--- src/rtl/bru_pkg.sv ---
// Shared definitions for the execute-stage branch resolution logic:
// datapath width, RISC-V branch condition codes and the squash FSM states.
package bru_pkg;

  localparam int XLEN = 32;

  localparam logic [2:0] F3_BEQ  = 3'b000;
  localparam logic [2:0] F3_BNE  = 3'b001;
  localparam logic [2:0] F3_BLT  = 3'b100;
  localparam logic [2:0] F3_BGE  = 3'b101;
  localparam logic [2:0] F3_BLTU = 3'b110;
  localparam logic [2:0] F3_BGEU = 3'b111;

  localparam logic [XLEN-1:0] PC_INC = 32'd4;

  typedef enum logic {
    SQ_IDLE   = 1'b0,
    SQ_SQUASH = 1'b1
  } sq_state_e;

  // True when exactly one of the three control-flow type flags is set.
  function automatic logic one_hot3(input logic a, input logic b, input logic c);
    return (a ^ b ^ c) & ~(a & b & c);
  endfunction

endpackage

--- src/rtl/branch_cond_eval.sv ---
// Combinational conditional-branch comparator, selected by funct3.
// Reserved codes (010/011) resolve as not taken.
module branch_cond_eval
  import bru_pkg::*;
(
  input  logic [2:0]      funct3,
  input  logic [XLEN-1:0] rs1,
  input  logic [XLEN-1:0] rs2,
  output logic            taken
);

  always_comb begin
    taken = 1'b0;
    case (funct3)
      F3_BEQ:  taken = (rs1 == rs2);
      F3_BNE:  taken = (rs1 != rs2);
      F3_BLT:  taken = ($signed(rs1) <  $signed(rs2));
      F3_BGE:  taken = ($signed(rs1) >= $signed(rs2));
      F3_BLTU: taken = (rs1 <  rs2);
      F3_BGEU: taken = (rs1 >= rs2);
      default: taken = 1'b0;
    endcase
  end

endmodule

--- src/rtl/branch_resolve_unit.sv ---
// Execute-stage branch resolution: computes direction/target, flags mispredicts,
// drives registered update/flush pulses to fetch and squashes wrong-path slots.
module branch_resolve_unit
  import bru_pkg::*;
#(
  parameter int SQUASH_CYCLES = 2,
  parameter int CNT_W         = 16
) (
  input  logic             clk,
  input  logic             reset_n,
  input  logic             stall,
  input  logic             in_valid,
  input  logic             in_is_branch,
  input  logic             in_is_jal,
  input  logic             in_is_jalr,
  input  logic [2:0]       in_funct3,
  input  logic [XLEN-1:0]  in_pc,
  input  logic [XLEN-1:0]  in_rs1,
  input  logic [XLEN-1:0]  in_rs2,
  input  logic [XLEN-1:0]  in_imm,
  input  logic [XLEN-1:0]  in_pred_pc,
  output logic             branch_taken_execute,
  output logic [XLEN-1:0]  pc_execute,
  output logic [XLEN-1:0]  target_pc_execute,
  output logic             flush,
  output logic [XLEN-1:0]  redirect_pc,
  output logic             target_misaligned,
  output logic [CNT_W-1:0] branch_count,
  output logic [CNT_W-1:0] mispredict_count
);

  localparam int SQ_W = (SQUASH_CYCLES < 1) ? 1 : $clog2(SQUASH_CYCLES + 1);
  localparam logic [SQ_W-1:0] SQ_LOAD = SQ_W'(SQUASH_CYCLES);
  localparam logic [SQ_W-1:0] SQ_ONE  = SQ_W'(1);

  sq_state_e        state_q;
  logic [SQ_W-1:0]  sq_cnt_q;

  logic             taken_q;
  logic             flush_q;
  logic             misaligned_q;
  logic [XLEN-1:0]  pc_q;
  logic [XLEN-1:0]  target_q;
  logic [XLEN-1:0]  redirect_q;
  logic [CNT_W-1:0] branch_cnt_q;
  logic [CNT_W-1:0] mispredict_cnt_q;

  logic             cond_taken;
  logic             accept;
  logic             taken_d;
  logic [XLEN-1:0]  jalr_sum;
  logic [XLEN-1:0]  target_d;
  logic [XLEN-1:0]  correct_next_d;
  logic             mispredict_d;

  branch_cond_eval u_cond (
    .funct3 (in_funct3),
    .rs1    (in_rs1),
    .rs2    (in_rs2),
    .taken  (cond_taken)
  );

  // Squashed slots and malformed multi-type instructions are never accepted.
  assign accept = !stall && in_valid && (state_q == SQ_IDLE)
                  && one_hot3(in_is_branch, in_is_jal, in_is_jalr);

  assign jalr_sum       = in_rs1 + in_imm;
  assign target_d       = in_is_jalr ? {jalr_sum[XLEN-1:1], 1'b0} : (in_pc + in_imm);
  assign taken_d        = in_is_branch ? cond_taken : 1'b1;
  assign correct_next_d = taken_d ? target_d : (in_pc + PC_INC);
  assign mispredict_d   = (correct_next_d != in_pred_pc);

  always_ff @(posedge clk or negedge reset_n) begin
    if (!reset_n) begin
      state_q          <= SQ_IDLE;
      sq_cnt_q         <= '0;
      taken_q          <= 1'b0;
      flush_q          <= 1'b0;
      misaligned_q     <= 1'b0;
      pc_q             <= '0;
      target_q         <= '0;
      redirect_q       <= '0;
      branch_cnt_q     <= '0;
      mispredict_cnt_q <= '0;
    end else if (!stall) begin
      if (accept) begin
        taken_q      <= taken_d;
        flush_q      <= mispredict_d;
        misaligned_q <= taken_d & target_d[1];
        pc_q         <= in_pc;
        target_q     <= target_d;
        redirect_q   <= correct_next_d;
        if (branch_cnt_q != '1) begin
          branch_cnt_q <= branch_cnt_q + CNT_W'(1);
        end
        if (mispredict_d && (mispredict_cnt_q != '1)) begin
          mispredict_cnt_q <= mispredict_cnt_q + CNT_W'(1);
        end
        if (mispredict_d && (SQUASH_CYCLES > 0)) begin
          state_q  <= SQ_SQUASH;
          sq_cnt_q <= SQ_LOAD;
        end
      end else begin
        // Pulses last one cycle; addresses stay for the BTB to read at leisure.
        taken_q      <= 1'b0;
        flush_q      <= 1'b0;
        misaligned_q <= 1'b0;
      end
      if (state_q == SQ_SQUASH) begin
        sq_cnt_q <= sq_cnt_q - SQ_ONE;
        if (sq_cnt_q == SQ_ONE) begin
          state_q <= SQ_IDLE;
        end
      end
    end
  end

  assign branch_taken_execute = taken_q;
  assign flush                = flush_q;
  assign target_misaligned    = misaligned_q;
  assign pc_execute           = pc_q;
  assign target_pc_execute    = target_q;
  assign redirect_pc          = redirect_q;
  assign branch_count         = branch_cnt_q;
  assign mispredict_count     = mispredict_cnt_q;

endmodule

--- config.mk ---
export PLATFORM = sky130hd
export DESIGN_NAME = branch_resolve_unit
export DESIGN_NICKNAME = d
export VERILOG_FILES = /design/src/rtl/bru_pkg.sv /design/src/rtl/branch_cond_eval.sv /design/src/rtl/branch_resolve_unit.sv
export SDC_FILE = /design/constraint.sdc
export NUM_CORES = 1
export LEC_CHECK = 0
export BUFFER_PORTS_ARGS = -buffer_cell sky130_fd_sc_hd__buf_2
export CAP_MARGIN = 20
export CELL_PAD_IN_SITES_DETAIL_PLACEMENT = 0
export CELL_PAD_IN_SITES_GLOBAL_PLACEMENT = 1
export CORE_MARGIN = 3
export CORE_UTILIZATION = 40
export CTS_BUF_LIST = sky130_fd_sc_hd__clkbuf_16
export DETAILED_ROUTE_END_ITERATION = 16
export PLACE_DENSITY_LB_ADDON = 0.08
export SYNTH_ARGS = -nofsm -noshare
export SYNTH_HDL_FRONTEND = slang
export SYNTH_SLANG_ARGS = --single-unit
--- constraint.sdc ---
create_clock -name clk -period 3.2 [get_ports clk]
set_clock_uncertainty 0.1 [all_clocks]
set_input_delay 0.64 -clock clk [delete_from_list [all_inputs] [get_ports clk]]
set_output_delay 0.64 -clock clk [all_outputs]
set_load 0.03 [all_outputs]
==> results.json <==
{
  "worstSetupPathType": "in2reg",
  "finalCritPeriodShare_pct": 137,
  "power.switching_mw": 4.52,
  "r2r_cells": 10,
  "grt_pass1_vias": 12800,
  "cts_hold_buf": 0,
  "reg2reg_to": "mispredict_count[13]",
  "met2_usage_pct": 47.5,
  "grt_usage_pct": 27.3,
  "ys_warn_count": 0,
  "ant_nets": 0,
  "cts.path.max_buffers": 2,
  "syn_avg_cell_area_um2": 8.08,
  "port_buffers": 300,
  "clkTransAtPathRegs_ps": 60,
  "rrSetupSlack_ps": 730,
  "final_cell_mix": "buf_4, buf_2, nand2_1",
  "r2r-start": "mispredict_count[0]",
  "die_y_um": 175,
  "die_w_um": 175,
  "wire_per_inst_um": 17.4,
  "groute.layer.met3.usage_pct": 2.46,
  "vias": 13000,
  "sw_frac_of_total_pct": 44.6,
  "rsz0062_at_grt": "true",
  "drive_gt1_share_pct": 44.8,
  "final_nets": 2400,
  "setup_violations": 23,
  "grt_antenna_before_repair": 4,
  "relSlewSlack_pct": 56.6,
  "area_delta_synth_final_pct": 60.6,
  "violations": "negative setup slack",
  "synth.cell_area_mm2": 0.0115,
  "cp-startpoint": "in_rs1[13]",
  "max_cap_viol_count": 0,
  "crit_required_ps": 3390,
  "htree_levels": 4,
  "layout_commonest_cell": "buf_4",
  "fmax_mhz": 229,
  "yosysTopAreaCellShare_pct": 29.2,
  "routed_wl_mm": 43.9,
  "power_leakage_nw": 9.27,
  "grt_pass1_wl_mm": 66.9,
  "boundaryPins": 301,
  "die_area_mm2": 0.0308,
  "layout_setup_ws_ps": -1170,
  "ir_drop_mv": 0.370,
  "avgViaCountPerCell": 5.16,
  "fin_util_pct": 65.9,
  "power_density_mw_per_mm2": 549,
  "synthFlopType": "dfrtp_1",
  "start_kind": "input pin",
  "cts_tree": "built",
  "tightest_slew_ps": 651,
  "drtIter0Drc": 601,
  "grt_max_degree": 92,
  "hold_viol": 0,
  "synth-seq-cells": 134,
  "cts_sinks": 134,
  "start_util_pct": 41.0,
  "grt-ovfl-total": 0,
  "synth-edff-count": 0,
  "grt_busiest_layer": "met2",
  "grt_util_met1_pct": 36.8,
  "gp_congestion": 0.922,
  "p_clk_share_pct": 19.8,
  "drc": 0,
  "async_flop_share_pct": 100,
  "synthTopCellsByArea": "dfrtp_1, ha_1, nand2_1, xnor2_1, xor2_1",
  "status": "finished with violations",
  "numCtsBuffers": 17,
  "synth_seq_area_share_pct": 29.2,
  "yosys.area.top_type": "dfrtp_1",
  "arrival_ps": 4570,
  "num_rows": 61,
  "hold_class": "in2async",
  "hpwl_mm": 36.1,
  "syn_inst": 1421,
  "p_int_mw": 5.61,
  "clkLatencyLatePin_ps": 410,
  "core-area_mm2": 0.0280,
  "synthDistinctLibCells": 87,
  "min_period_ps": 4370,
  "seqPwrFrac_pct": 27.6,
  "synth_nets": 1691,
  "slew_violations": 0,
  "pwr-share-comb_pct": 52.6,
  "drtPass1Iterations": 5,
  "place_ws_ps": -1960,
  "root_buffer": "clkbuf_16",
  "path_max_fanout": 6,
  "cp-end-kind": "register"
}
[through the flow]
stage	power [mW]	hold WS, ps	instance area (µm²)	instances	TNS, ps
finish	10.1	133	18500	2525	-21690
detailed placement	7.76	358	16500	2453	-64050
global route	10.7	168	18400	2524	-25070
CTS	9.92	143	17600	2501	-22440
floorplan	5.60	244	11700	1421	-21770
global placement	7.70	356	16500	2453	-60760
[how the worst max path moves through the flow]
stage                           end  cells past startpoint
2_1_floorplan  mispredict_count[12]                     16
3_3_place_gp   mispredict_count[12]                     18
3_5_place_dp   mispredict_count[12]                     18
4_1_cts        mispredict_count[12]                     18
5_1_grt        mispredict_count[12]                     20
6_report       mispredict_count[12]                     17
[logic make-up (layout without fill, tap and decap cells)]
logic type | Yosys count | in the layout | share of synthesized area [%]
AND/OR/NAND/NOR | 561 | 561 | 23.5
AO/OA/AOI/OAI | 347 | 347 | 19.4
flip-flops | 134 | 134 | 29.2
buffers and inverters | 121 | 843 | 4.16
XOR/XNOR | 118 | 118 | 9.00
adder cells (fa/ha/maj) | 100 | 100 | 11.0
multiplexers | 40 | 40 | 3.68
other | 0 | 4 | 0
[synth_stat cells, types with 35 or more instances]
master,number
nand4_1,35
ha_1,98
nand2_1,267
inv_1,67
clkbuf_1,36
a21oi_1,101
xor2_1,58
nor2_1,78
o21ai_0,91
xnor2_1,60
nand3_1,45
dfrtp_1,134
[what timing repair did]
| action | 4_1_cts | 5_1_grt |
|---|---|---|
| setup buffers | 18 | 24 |
| endpoints found under the setup margin | 55 | 46 |
| pin swaps | 43 | 43 |
| gates resized for setup | 69 | 148 |
[final cells by class]
type	instances	area (µm²)
Antenna cell	4	10.0
Clock buffer	17	425
Clock inverter	15	166
Fill cell	2459	9560
Inverter	68	270
Multi-Input combinational cell	1166	8670
Sequential cell	134	3350
Tap cell	378	473
Timing Repair Buffer	743	5080
[critical path: stages]
cell	delay, ps
buf_2	120
buf_4	130
ha_1	300
nand2_2	70
or3_4	420
o32ai_4	400
buf_6	160
o21bai_4	60
a211o_1	340
o211ai_4	150
xnor2_2	120
a2111o_1	450
a2111o_1	440
nor4_4	200
nand2_4	130
nand4_1	140
mux2_4	310
[registers in the layout, indices dropped and copies added, names as in the netlist]
register              flops
pc_execute               32
redirect_pc              32
target_pc_execute        32
branch_count             16
mispredict_count         16
sq_cnt_q                  2
branch_taken_execute      1
flush                     1
state_q                   1
target_misaligned         1
[power by group through the flow]
stage | Sequential [mW] | Combinational, mW | Clock, mW
after global routing | 2.88 | 5.74 | 2.11
final | 2.80 | 5.33 | 2.00
after CTS | 2.80 | 5.09 | 2.03
after floorplan | 4.00 | 1.60 | 0
after global placement | 2.81 | 4.88 | 0
after detailed placement | 2.82 | 4.94 | 0
[routing by layer]
layer / up-vias / routed length, µm
met1: 6164 / 19700
met2: 310 / 21300
li1: 6506 / -
met4: 2 / 924
met5: - / 13
met3: 44 / 1950
No activity file was read; power rests on OpenSTA's default activity.
